<file path="src/rtl/uart_rx_os16.sv">
// uart_rx_os16: UART receiver, 16x oversampling, mid-bit sampling, start-bit glitch
// rejection, framing/parity/overrun detection, valid/ready byte output.
//
// Optional feature macro: UART_RX_PARITY_EN
//   defined   -> 8E1 frames, PARITY state present, parity_err reports even-parity mismatch
//   undefined -> 8N1 frames, no parity logic, parity_err tied to 0
//
// Parameters:
//   CLK_DIV      clock cycles per oversample tick (2..65535)
// Ports:
//   clock        system clock, rising edge
//   reset        asynchronous active-low reset
//   rx_in        serial line, asynchronous, idle high
//   rx_data      received byte
//   rx_valid     rx_data and error flags valid, held until accepted
//   rx_ready     consumer accepts when rx_valid & rx_ready
//   parity_err   even-parity mismatch for the held byte
//   frame_err    stop bit sampled low for the held byte
//   overrun_err  a frame completed while the previous byte was unaccepted (sticky)
//   busy         receiver FSM not idle
module uart_rx_os16 #(
  parameter int unsigned CLK_DIV = 326
) (
  input  logic       clock,
  input  logic       reset,
  input  logic       rx_in,
  output logic [7:0] rx_data,
  output logic       rx_valid,
  input  logic       rx_ready,
  output logic       parity_err,
  output logic       frame_err,
  output logic       overrun_err,
  output logic       busy
);

  localparam logic [15:0] PrescMax = 16'(CLK_DIV - 1);

`ifdef UART_RX_PARITY_EN
  typedef enum logic [2:0] {StIdle, StStart, StData, StParity, StStop} state_e;
`else
  typedef enum logic [1:0] {StIdle, StStart, StData, StStop} state_e;
`endif

  state_e state_q, state_d;

  logic        sync1_q, sync1_d;
  logic        sync2_q, sync2_d;
  logic        prev_q, prev_d;
  logic [15:0] presc_q, presc_d;
  logic [3:0]  tcnt_q, tcnt_d;
  logic [2:0]  bit_cnt_q, bit_cnt_d;
  logic [7:0]  shift_q, shift_d;
  logic [7:0]  rx_data_q, rx_data_d;
  logic        rx_valid_q, rx_valid_d;
  logic        frame_err_q, frame_err_d;
  logic        overrun_q, overrun_d;

  logic sample;
  logic fall;
  logic tick;
  logic mid_start;
  logic bit_end;
  logic frame_done;
  logic handshake;

  assign sample     = sync2_q;
  assign fall       = prev_q & ~sync2_q;
  assign tick       = (presc_q == PrescMax);
  assign mid_start  = tick & (tcnt_q == 4'd7);
  assign bit_end    = tick & (tcnt_q == 4'd15);
  assign frame_done = (state_q == StStop) & bit_end;
  assign handshake  = rx_valid_q & rx_ready;

  // State register
  always_ff @(posedge clock or negedge reset) begin
    if (!reset) begin
      state_q <= StIdle;
    end else begin
      state_q <= state_d;
    end
  end

  // Next-state logic
  always_comb begin
    state_d = state_q;
    case (state_q)
      StIdle:  if (fall) state_d = StStart;
      // Line back high at mid-start means a glitch: drop it silently.
      StStart: if (mid_start) state_d = sample ? StIdle : StData;
      StData: begin
        if (bit_end && (bit_cnt_q == 3'd7)) begin
`ifdef UART_RX_PARITY_EN
          state_d = StParity;
`else
          state_d = StStop;
`endif
        end
      end
`ifdef UART_RX_PARITY_EN
      StParity: if (bit_end) state_d = StStop;
`endif
      // Leave at mid-stop so a back-to-back start edge is not missed.
      StStop:  if (bit_end) state_d = StIdle;
      default: state_d = StIdle;
    endcase
  end

  // Output logic
  always_comb begin
    busy = (state_q != StIdle);
  end

`ifdef UART_RX_PARITY_EN
  logic perr_q, perr_d;
  logic parity_err_q, parity_err_d;

  always_comb begin
    perr_d = perr_q;
    if ((state_q == StParity) && bit_end) perr_d = ^{shift_q, sample};
    parity_err_d = parity_err_q;
    if (frame_done) parity_err_d = perr_q;
  end

  always_ff @(posedge clock or negedge reset) begin
    if (!reset) begin
      perr_q       <= 1'b0;
      parity_err_q <= 1'b0;
    end else begin
      perr_q       <= perr_d;
      parity_err_q <= parity_err_d;
    end
  end

  assign parity_err = parity_err_q;
`else
  assign parity_err = 1'b0;
`endif

  // Datapath next-state
  always_comb begin
    sync1_d = rx_in;
    sync2_d = sync1_q;
    prev_d  = sync2_q;

    presc_d = tick ? 16'd0 : presc_q + 16'd1;
    tcnt_d  = tick ? tcnt_q + 4'd1 : tcnt_q;
    // Realign the bit timing to the detected start edge.
    if ((state_q == StIdle) && fall) begin
      presc_d = 16'd0;
      tcnt_d  = 4'd0;
    end
    // Restart the tick count at mid-start so tick 15 lands mid-bit.
    if ((state_q == StStart) && mid_start && !sample) tcnt_d = 4'd0;

    bit_cnt_d = 3'd0;
    shift_d   = shift_q;
    if (state_q == StData) begin
      bit_cnt_d = bit_cnt_q;
      if (bit_end) begin
        bit_cnt_d = bit_cnt_q + 3'd1;
        shift_d   = {sample, shift_q[7:1]};
      end
    end

    rx_data_d   = rx_data_q;
    rx_valid_d  = rx_valid_q;
    frame_err_d = frame_err_q;
    overrun_d   = overrun_q;
    if (handshake) begin
      rx_valid_d = 1'b0;
      overrun_d  = 1'b0;
    end
    if (frame_done) begin
      rx_data_d   = shift_q;
      frame_err_d = ~sample;
      rx_valid_d  = 1'b1;
      // A simultaneous handshake frees the slot, so no overrun then.
      overrun_d   = rx_valid_q & ~rx_ready;
    end
  end

  always_ff @(posedge clock or negedge reset) begin
    if (!reset) begin
      sync1_q     <= 1'b1;
      sync2_q     <= 1'b1;
      prev_q      <= 1'b1;
      presc_q     <= 16'd0;
      tcnt_q      <= 4'd0;
      bit_cnt_q   <= 3'd0;
      shift_q     <= 8'h00;
      rx_data_q   <= 8'h00;
      rx_valid_q  <= 1'b0;
      frame_err_q <= 1'b0;
      overrun_q   <= 1'b0;
    end else begin
      sync1_q     <= sync1_d;
      sync2_q     <= sync2_d;
      prev_q      <= prev_d;
      presc_q     <= presc_d;
      tcnt_q      <= tcnt_d;
      bit_cnt_q   <= bit_cnt_d;
      shift_q     <= shift_d;
      rx_data_q   <= rx_data_d;
      rx_valid_q  <= rx_valid_d;
      frame_err_q <= frame_err_d;
      overrun_q   <= overrun_d;
    end
  end

  assign rx_data     = rx_data_q;
  assign rx_valid    = rx_valid_q;
  assign frame_err   = frame_err_q;
  assign overrun_err = overrun_q;

endmodule

</file>
<file path="config.mk">
export PLATFORM = sky130hd
export DESIGN_NAME = uart_rx_os16
export DESIGN_NICKNAME = d
export VERILOG_FILES = /design/src/rtl/uart_rx_os16.sv
export SDC_FILE = /design/constraint.sdc
export NUM_CORES = 1
export LEC_CHECK = 0
export CORE_MARGIN = 5
export CORE_UTILIZATION = 45
export CTS_CLUSTER_DIAMETER = 50
export CTS_CLUSTER_SIZE = 28
export DETAILED_ROUTE_END_ITERATION = 8
export GPL_TIMING_DRIVEN = 0
export PLACE_DENSITY = 0.62
export SLEW_MARGIN = 20
export SYNTH_ARGS = -nofsm -noshare
export SYNTH_HDL_FRONTEND = slang
export SYNTH_SLANG_ARGS = --single-unit
</file>
<file path="constraint.sdc">
create_clock -name clock -period 2.73 [get_ports clock]
set_clock_uncertainty 0.2 [all_clocks]
set_input_delay 0.4095 -clock clock [delete_from_list [all_inputs] [get_ports clock]]
set_output_delay 0.4095 -clock clock [all_outputs]
set_load 0.005 [all_outputs]
</file>
# == Word-level counts from Yosys, hierarchy flattened ==
# Index checks and enable logic that the tools add are counted.
# totals
regBits,47
latchBits,0
ram_bits,0
rom_bits,0
out_inout_bits,13
elab_cells,62
memories,0
# classes
add_sub_neg,3
n_mul,0
div_mod_pow,0
n_lt_le_gt_ge,0
eq_ne,12
shift,0
mux,16
bitwise,8
reduce_logical,11
# op_table
cell,count
16-bit two-way mux,2
"16-bit by 1-bit adder with 16-bit output, second input constant",1
"16-bit by 9-bit == test with 1-bit output, second input constant",1
4-bit two-way mux,3
2-bit two-way mux,5
"2-bit != test, second input constant",5
2-bit case mux with 4 select lines,1
1-bit bitwise AND,6
3-bit two-way mux,2
"4-bit by 1-bit adder with 4-bit output, second input constant",1
"2-bit == test, second input constant",2
"4-bit by 3-bit == test with 1-bit output, second input constant",1
"4-bit == test, second input constant",1
1-bit logical AND,4
4-bit AND reduction,1
2-bit nonzero test,2
"3-bit by 1-bit adder with 3-bit output, second input constant",1
"3-bit == test, second input constant",1
1-bit two-way mux,3
3-bit nonzero test,1
"2-bit by 1-bit == test with 1-bit output, second input constant",1
2-bit zero test,1
1-bit inverter,2
2-bit AND reduction,1
1-bit zero test,1

# == Depth between registers and ports, before layout ==
# logic_depth
word_depth,5
ltp_mapped,7

# == Worst setup path after synthesis ==
# No wires, ideal clock.
# synth_path
path_kind,reg2reg
from,register presc_q[1]
to,register shift_q[0]
setup_time_ps,125
arrival_time_ps,1843
required_time_ps,2405
path_slack_ps,563
stages_incl_launch_ff,7
period_less_slack_ps,2167
path_cell_list,dfrtp_1 inv_1 ha_1 nor3b_2 nand3_2 nor4_4 mux2_2
# synth_via
elab_chain_len,3
# synth_rtl
item,line,text
"start, declared",49,"logic [15:0] presc_q, presc_d;"
"start signal, assigned",199,presc_q <= presc_d;
16-bit by 9-bit == test with 1-bit output,68,assign tick = (presc_q == PrescMax);
1-bit bitwise AND,70,assign bit_end = tick & (tcnt_q == 4'd15);
2-bit AND reduction (no line),n/a,
"end signal, assigned",202,shift_q <= shift_d;
"end, declared",52,"logic [7:0] shift_q, shift_d;"
# Every way passes these cells.
# A chain may end at the register's enable or synchronous reset.

# == Worst setup path in the final report ==
# layout_path
from,register presc_q[0]
to,register shift_q[3]
# Same word-level chain as after synthesis.

==> qor.yml <==
placed_design:
  placedInstanceArea_um2: 2470
  place_congestion: 0.8712
  placement.io_buffers: 15
  dp.final_hpwl_um: 3047
  post-place-cells: 278
clocking:
  post_cts_resized: 0
  cts_max_level: 2
  cts_root_buffer: "sky130_fd_sc_hd__clkbuf_8"
  worst_skew_pair.late_latency_ns: 0.30
  clock_sinks: 47
  cts_tree: "yes"
  cts_post_setup_buffers_inserted: 0
  worst_setup_hold_path_clk_slew_ns: 0.09
  clk_path_buf_depth: 2
  tritoncts.num_buffers: 5
finish:
  layout_cells_excl_fill: 287
  fillerInstances: 439
  area.growth.synth_to_final_pct: 15.94
  finalNetCount: 228
  layout.cells.most_common_list: "sky130_fd_sc_hd__dfrtp_1, sky130_fd_sc_hd__nor2_1, sky130_fd_sc_hd__mux2_2, sky130_fd_sc_hd__clkdlybuf4s50_1"
  mostFrequentLayoutCell: "sky130_fd_sc_hd__dfrtp_1"
  finish.instance_area_um2: 2575
  drive_gt1_share_pct: 19.09
  antenna_cells: 0
die:
  design.portCount: 17
  fp-row-count: 25
  chipWidth_um: 80.25
  die-area_um2: 6440
  starting_density_pct: 46.71
  die_height_um: 80.25
  fp.coreArea_um2: 4755
power:
  power.switching_fraction_pct: 29.54
  vdd_ir_drop_max_v: 0.0003079
  seq_power_share_pct: 57.0
  power.density_cell_area_nw_per_um2: 565.9
  power_switching_mw: 0.4305
  power_report.internal_total_mw: 1.027
  power_mw: 1.457
  clkPwrFrac_pct: 30.1
  pwr-share-comb_pct: 13.0
  leakagePower_nw: 1.136
detailed_routing:
  routed_wire_length_per_instance_um: 14.34
  met2WireLength_um: 2031
  drt_pre_antenna_iters: 4
  drt-vias-per-instance: 5.321
  wire_length_on_met3_um: 161
  route.antenna.remaining_nets: 0
  dr.max_layer_used: "met4"
  drtIter0Drc: 77
  detailroute.via_count: 1527
  detailed_route_drc_error_count: 0
  totalWireLength_um: 4115
  m1WireLength_um: 1851
synthesis:
  yosys_cell_types: 40
  yosysWarnings: 0
  syn_inst: 195
  synthesis.area_per_instance_um2: 11.39
  syn-cell-area_um2: 2221
  synth-seq-cells: 47
  yosysSeqAreaShare_pct: 53.13
  mappedNetlistNets: 204
setup_path:
  source_of_the_worst_register_to_register_timing_path: "presc_q[0]$_DFF_PN0_"
  critPathLaunchType: "flip-flop"
  timing.critical_path.from: "presc_q[0]$_DFF_PN0_"
  worst_ep_required_time_ns: 2.73
  critical_path_peak_fanout: 8
  worst_ep_arrival_time_ns: 2.52
  timing_worst_setup_path_type: "reg -> reg"
  crit_path_end_kind: "flip-flop"
worst_hold_path:
  timing.hold.worst.start: "sync1_q$_DFF_PN1_"
  hold_path_class: "reg -> reg"
timing:
  hold_viol_final: 0
  worst_pin_slew_ns: 0.5721
  post-route-period-util_pct: 92.63
  total_of_endpoints_with_negative_setup_slack_in_the_final_report: 0
  fin_crit_ns: 2.529
  grt_setup_unrepaired: "no"
  timing_max_transition_violations_final: 0
  slew_headroom_pct: 61.57
  maxClockFrequency_mhz: 395.4
global_route:
  grt_start_max_net_pins: 35
  initial_antenna_violation_count: 0
  grt_use_total_pct: 14.10
  grt_overflow_total: 0
  grt_pass1_wl_um: 7058
  grt_pass1_vias: 1498
run:
  max_cap_viol_count: 0
outcome:
  outcome: "finished clean"
## cells in the mapped netlist, drive strengths merged
cell type,instances,area [um2]
mux2,17,191.4
o21ai,6,30.03
or4,1,7.510
dfrtp,44,1101
a21o,2,15.01
and4,1,8.760
nor4,6,67.56
nor2,20,75.07
o211a,1,10.01
or2,1,6.260
nor4b,2,32.53
conb,1,3.750
nor3b,2,20.02
buf,3,20.01
xnor2,11,96.34
o31ai,2,15.01
clkbuf,3,11.26
a41oi,1,8.760
nand4,8,50.05
nand2b,1,6.260
inv,9,33.78
xor2,3,26.28
nor3,5,25.02
and3,3,18.77
or3,4,25.02
a21oi,5,25.02
and4bb,1,12.51
o21ba,1,10.01
nand3b,1,7.510
ha,5,62.56
nand2,6,22.52
a32oi,1,8.760
a31oi,2,12.51
nand3,13,75.07
dfstp,3,78.83
## what timing repair did
item                                    4_1_cts  5_1_grt
hold buffers                                  1        0
endpoints found under the hold margin        13        0
endpoints found under the setup margin        0        0
## power groups by stage
stage                     clock (mW)  sequential, mW  combinational [mW]
after global routing           0.489           0.836               0.212
final                          0.438           0.830               0.189
after CTS                      0.455           0.828               0.193
after detailed placement           0           0.840               0.191
after global placement             0           0.836               0.175
after floorplan                    0           0.822               0.141
## worst max-delay path, cell delays in order, from the launching register on
cell and delay (ns):
sky130_fd_sc_hd__dfrtp_1 0.49, sky130_fd_sc_hd__ha_1 0.19, sky130_fd_sc_hd__nor3b_2 0.39, sky130_fd_sc_hd__nand3_2 0.20, sky130_fd_sc_hd__nor4_4 0.54, sky130_fd_sc_hd__mux2_2 0.40
## cell families after synthesis
logic type      after synthesis  share of synthesized area [%]
flops                        47                          53.13
other cells                   1                         0.1689
simple gates                 75                          20.73
mux                          17                          8.620
compound gates               21                          6.084
buf+inv                      15                          2.929
fa+ha+maj                     5                          2.817
xor+xnor                     14                          5.521
## path summary, 6_finish.rpt
check,end,slack [ns],cells after the start
min in group asynchronous,presc_q[1]$_DFF_PN0_,0.35,2
worst min-delay path,prev_d$_DFF_PN1_,0.17,0
worst max register to register,shift_q[3]$_DFFE_PN0P_,0.20,5
max in group asynchronous,prev_q$_DFF_PN1_,1.43,3
worst max-delay path,shift_q[3]$_DFFE_PN0P_,0.20,5
worst min register to register,prev_d$_DFF_PN1_,0.17,0
## stage by stage
stage	utilization, %	hold slack [ns]	setup TNS (ns)	setup WS (ns)
6_report	54.16	0.1660	0	0.2012
5_1_grt	54.16	0.1731	0	0.07419
4_1_cts	54.16	0.1673	0	0.1925
3_5_place_dp	51.95	0.1363	0	0.2002
3_3_place_gp	51.63	0.1472	-7.027	-0.1619
2_1_floorplan	-	-0.08609	0	0.5628
## per-layer routing
metal / global-route usage [%] / vias to the layer above
met5: 0 / -
met4: 5.574 / 0
met3: 3.700 / 9
met2: 22.76 / 28
met1: 17.96 / 751
li1: - / 739
## layout make-up
class                      instances  area (um2)  share of cell area, %
sequential                        47        1180                  45.82
multi-input combinational        133       975.9                  37.90
timing repair buffer              17       175.2                  6.803
tap                               67       83.83                  3.256
clock buffer                       5       68.82                  2.672
inverter                           9       33.78                  1.312
buffer                             6       31.28                  1.215
clock inverter                     3       26.28                  1.020
## sequential cells by signal (all words and copies together), names as in the netlist, named ones only
name and count:
presc_q 16, rx_data 8, shift_q 8, tcnt_q 4
bit_cnt_q 3, frame_err 1, overrun_err 1, prev_d 1
prev_q 1, rx_valid 1, state_q 1, sync1_q 1
Note: power is estimated with default switching activity, not from simulation.
==> RTL edit 1: new RTL, same settings <==
One comparison of `tcnt_q` changes from == to >=.
--- a/src/rtl/uart_rx_os16.sv
+++ b/src/rtl/uart_rx_os16.sv
@@ -68,3 +68,3 @@
   assign tick       = (presc_q == PrescMax);
-  assign mid_start  = tick & (tcnt_q == 4'd7);
+  assign mid_start  = tick & (tcnt_q >= 4'd7);
   assign bit_end    = tick & (tcnt_q == 4'd15);
Function: no difference found for any inputs over 10 cycles, from zero or initial values and one cycle with reset low; that may be too few to reach the edited logic, so the function may still have changed.
==> RTL edit 1 against the original RTL <==
  * Sequential cell count did not move
  * Sequential power decreased by 1%
  * Clock power up 36%
  * Synthesized area down 1.4%
  * Combinational power up 8%
  * Via count decreased by 3.5%
  * Setup slack better by 0.25 ns
  * Total power increased by 11%
  * Routed wire length down 0.80%
  * Cell area grew 0.53%
  * Maximum frequency rose by 11%
  * Critical path type unchanged
  * Largest cell class unchanged
==> RTL edit 1: results <==
{
  "hpwl_mm": 2.885,
  "synth.avg_cell_area_sq_um": 11.59,
  "ys_top_cells_by_area": "dfrtp_1 (50%), xnor2_1 (4.8%), mux2_2 (4.6%)",
  "place.gp.congestion": 0.7989,
  "switchingPower_w": 0.0004100,
  "p_comb_w": 0.000204,
  "fill_cells": 405,
  "drt-initial-drc-count": 39,
  "drive_gt1_frac": 0.1729,
  "clkPwrFrac": 0.367,
  "grt_pass1_wl_mm": 7.286,
  "track_usage": 0.1447,
  "power_leakage_nw": 1.120,
  "synth_common_cells": "dfrtp_1 (44), nor2_1 (18), nand3_1 (12), xnor2_1 (12), nand2_1 (11)",
  "powerClk_w": 0.000595,
  "dpl.cell_count": 272,
  "crit_arrival_ns": 2.26,
  "use_met2": 0.2362,
  "drt_pre_antenna_iters": 6,
  "max_stage_delay_ns": 0.42,
  "post_drt_wl_per_cell_microns": 14.53,
  "synth_cell_type_count": 47,
  "met3_wirelength_microns": 110,
  "synth_nets": 198,
  "cp_slowest_cell": "dfrtp_1",
  "wl_met1_mm": 1.938,
  "grt_max_degree": 32,
  "wirelength_mm": 4.082,
  "yosysSeqAreaShare": 0.5385,
  "layout.nets": 222,
  "place_ws_ns": 0.4436,
  "vias": 1474,
  "ir_drop_uv": 402.4,
  "tightestPinTransition_ns": 0.5763,
  "outcome": "completed"
}
-- RTL edit 1: cell count changes after synthesis, moves of 3 or more --
cell / delta
a21oi_1: +3
inv_1: -4
mux2_1: +7
mux2_2: -8
nand2_1: +5
nand4_1: -6
or3_1: -3
-- RTL edit 1: area by class of cell --
cell class	count	share of cell area
inverter	5	0.007250
clock inverter	2	0.02320
timing repair buffer	17	0.06767
sequential	47	0.4558
buffer	5	0.01208
multi-input combinational	132	0.3736
clock buffer	6	0.02803
tap	67	0.03238
-- RTL edit 1: final timing paths --
path | startpoint | end | slack, ns | depth (start not counted)
setup / recovery | presc_q[1] | rx_data[1] | 0.45 | 7
hold / removal | sync1_q | prev_d | 0.17 | 0
setup reg to reg | presc_q[1] | rx_data[1] | 0.45 | 7
hold reg to reg | sync1_q | prev_d | 0.17 | 0
max in group asynchronous | reset | prev_d | 1.37 | 3
min in group asynchronous | reset | presc_q[5] | 0.38 | 2
-- RTL edit 1: kinds of logic after synthesis --
group / count (synthesis) / share of synthesized area
flip-flops: 47 / 0.5386
other: 1 / 0.001712
multiplexers: 18 / 0.09138
XOR/XNOR: 13 / 0.05197
buffers and inverters: 10 / 0.02284
adder cells (fa/ha/maj): 5 / 0.02856
AO/OA/AOI/OAI: 20 / 0.05654
AND/OR/NAND/NOR: 75 / 0.2085
-- RTL edit 1: worst max-delay path: cells and delay by family, from the launching register on --
kind	cells	cell delay [ns]
simple gates	3	0.77
flops	1	0.42
mux	1	0.34
buf+inv	2	0.30
fa+ha+maj	1	0.13
-- RTL edit 1: through the flow --
stage,util,hold WS [ns],area (sq um)
final,0.5481,0.1731,2589
after global routing,0.5481,0.1806,2589
after CTS,0.5468,0.1671,2582
after detailed placement,0.5166,0.1484,2440
after global placement,0.5134,0.1463,2425
after floorplan,-,-0.08609,2191
==> RTL edit 2: new RTL, same flow settings <==
Without the edit above. Build with the macro `UART_RX_PARITY_EN` defined.
--- a/src/rtl/uart_rx_os16.sv
+++ b/src/rtl/uart_rx_os16.sv
@@ -20,2 +20,4 @@
 //   busy         receiver FSM not idle
+`define UART_RX_PARITY_EN
+
 module uart_rx_os16 #(
Check against the original RTL: same outputs for any inputs over 10 cycles, from zero or initial values and one cycle with reset low; that may be too few to reach the edited logic, so the function may still have changed.
==> RTL edit 2 against the original RTL <==
  * Routed wire length down 5.2%
  * Synthesized area up 6.4%
  * Setup slack better by 0.11 ns
  * Critical path depth up 2
  * Total power up 3.9%
  * Sequential cell count up 3
  * Worst hold slack worse by 0.0054 ns
  * Cell area up 5.7%
  * Critical path type unchanged
  * Highest routed layer unchanged
==> RTL edit 2: results <==
{
  "post_drt_wl_per_cell_microns": 13.13,
  "reg2reg_depth": 7,
  "power_leakage_nw": 1.274,
  "vias": 1505,
  "synth-xor-area-share": 0.08898,
  "track_usage": 0.1387,
  "hpwl_mm": 2.630,
  "ir_drop_uv": 275.0,
  "crit_arrival_ns": 2.41,
  "cp_max_fo": 10,
  "holdWs_ns": 0.1607,
  "met2_length_mm": 1.720,
  "fill_cells": 470,
  "wirelength_mm": 3.901,
  "io_buffers": 16,
  "switchingPower_w": 0.0003998,
  "place_ws_ns": 0.3193,
  "outcome": "completed",
  "use_met1": 0.1942,
  "wl_met1_mm": 1.968,
  "drt-initial-drc-count": 70,
  "ys_top_cells_by_area": "dfrtp_1 (50%), mux2_4 (5.1%), mux2_2 (4.8%)",
  "synth_compound_area_frac": 0.03019,
  "p_comb_w": 0.000178,
  "synth_common_cells": "dfrtp_1 (47), nor2_1 (27), xnor2_1 (12), xor2_1 (12), nand3_1 (11)"
}
-- RTL edit 2: changes by cell type in the layout (fill, tap and decap cells not counted), moves of 4 or more --
cell,before,now
nor2_1,20,27
inv_1,9,4
nand4_1,8,4
nor3_1,5,1
xor2_1,3,12
mux2_2,17,10
mux2_4,0,8
-- RTL edit 2: worst max-delay path: stages, from the launching register on --
cell      delay (ns)
dfrtp_1         0.44
ha_1            0.23
and4bb_4        0.21
and3_1          0.18
buf_4           0.15
nand4_1         0.25
buf_2           0.28
mux2_2          0.36
-- RTL edit 2: timing repair --
item	CTS	global route
endpoints found under the hold margin	47	0
endpoints found under the setup margin	0	0
hold buffers	1	0
-- RTL edit 2: area by class of cell --
cell class | count | area share
repair buffers | 17 | 0.06158
flip-flops and latches | 50 | 0.4609
well taps | 70 | 0.03217
clock inverters | 1 | 0.003217
clock buffers | 7 | 0.03539
inverters | 4 | 0.005515
plain buffers | 10 | 0.02344
multi-input cells | 138 | 0.3778
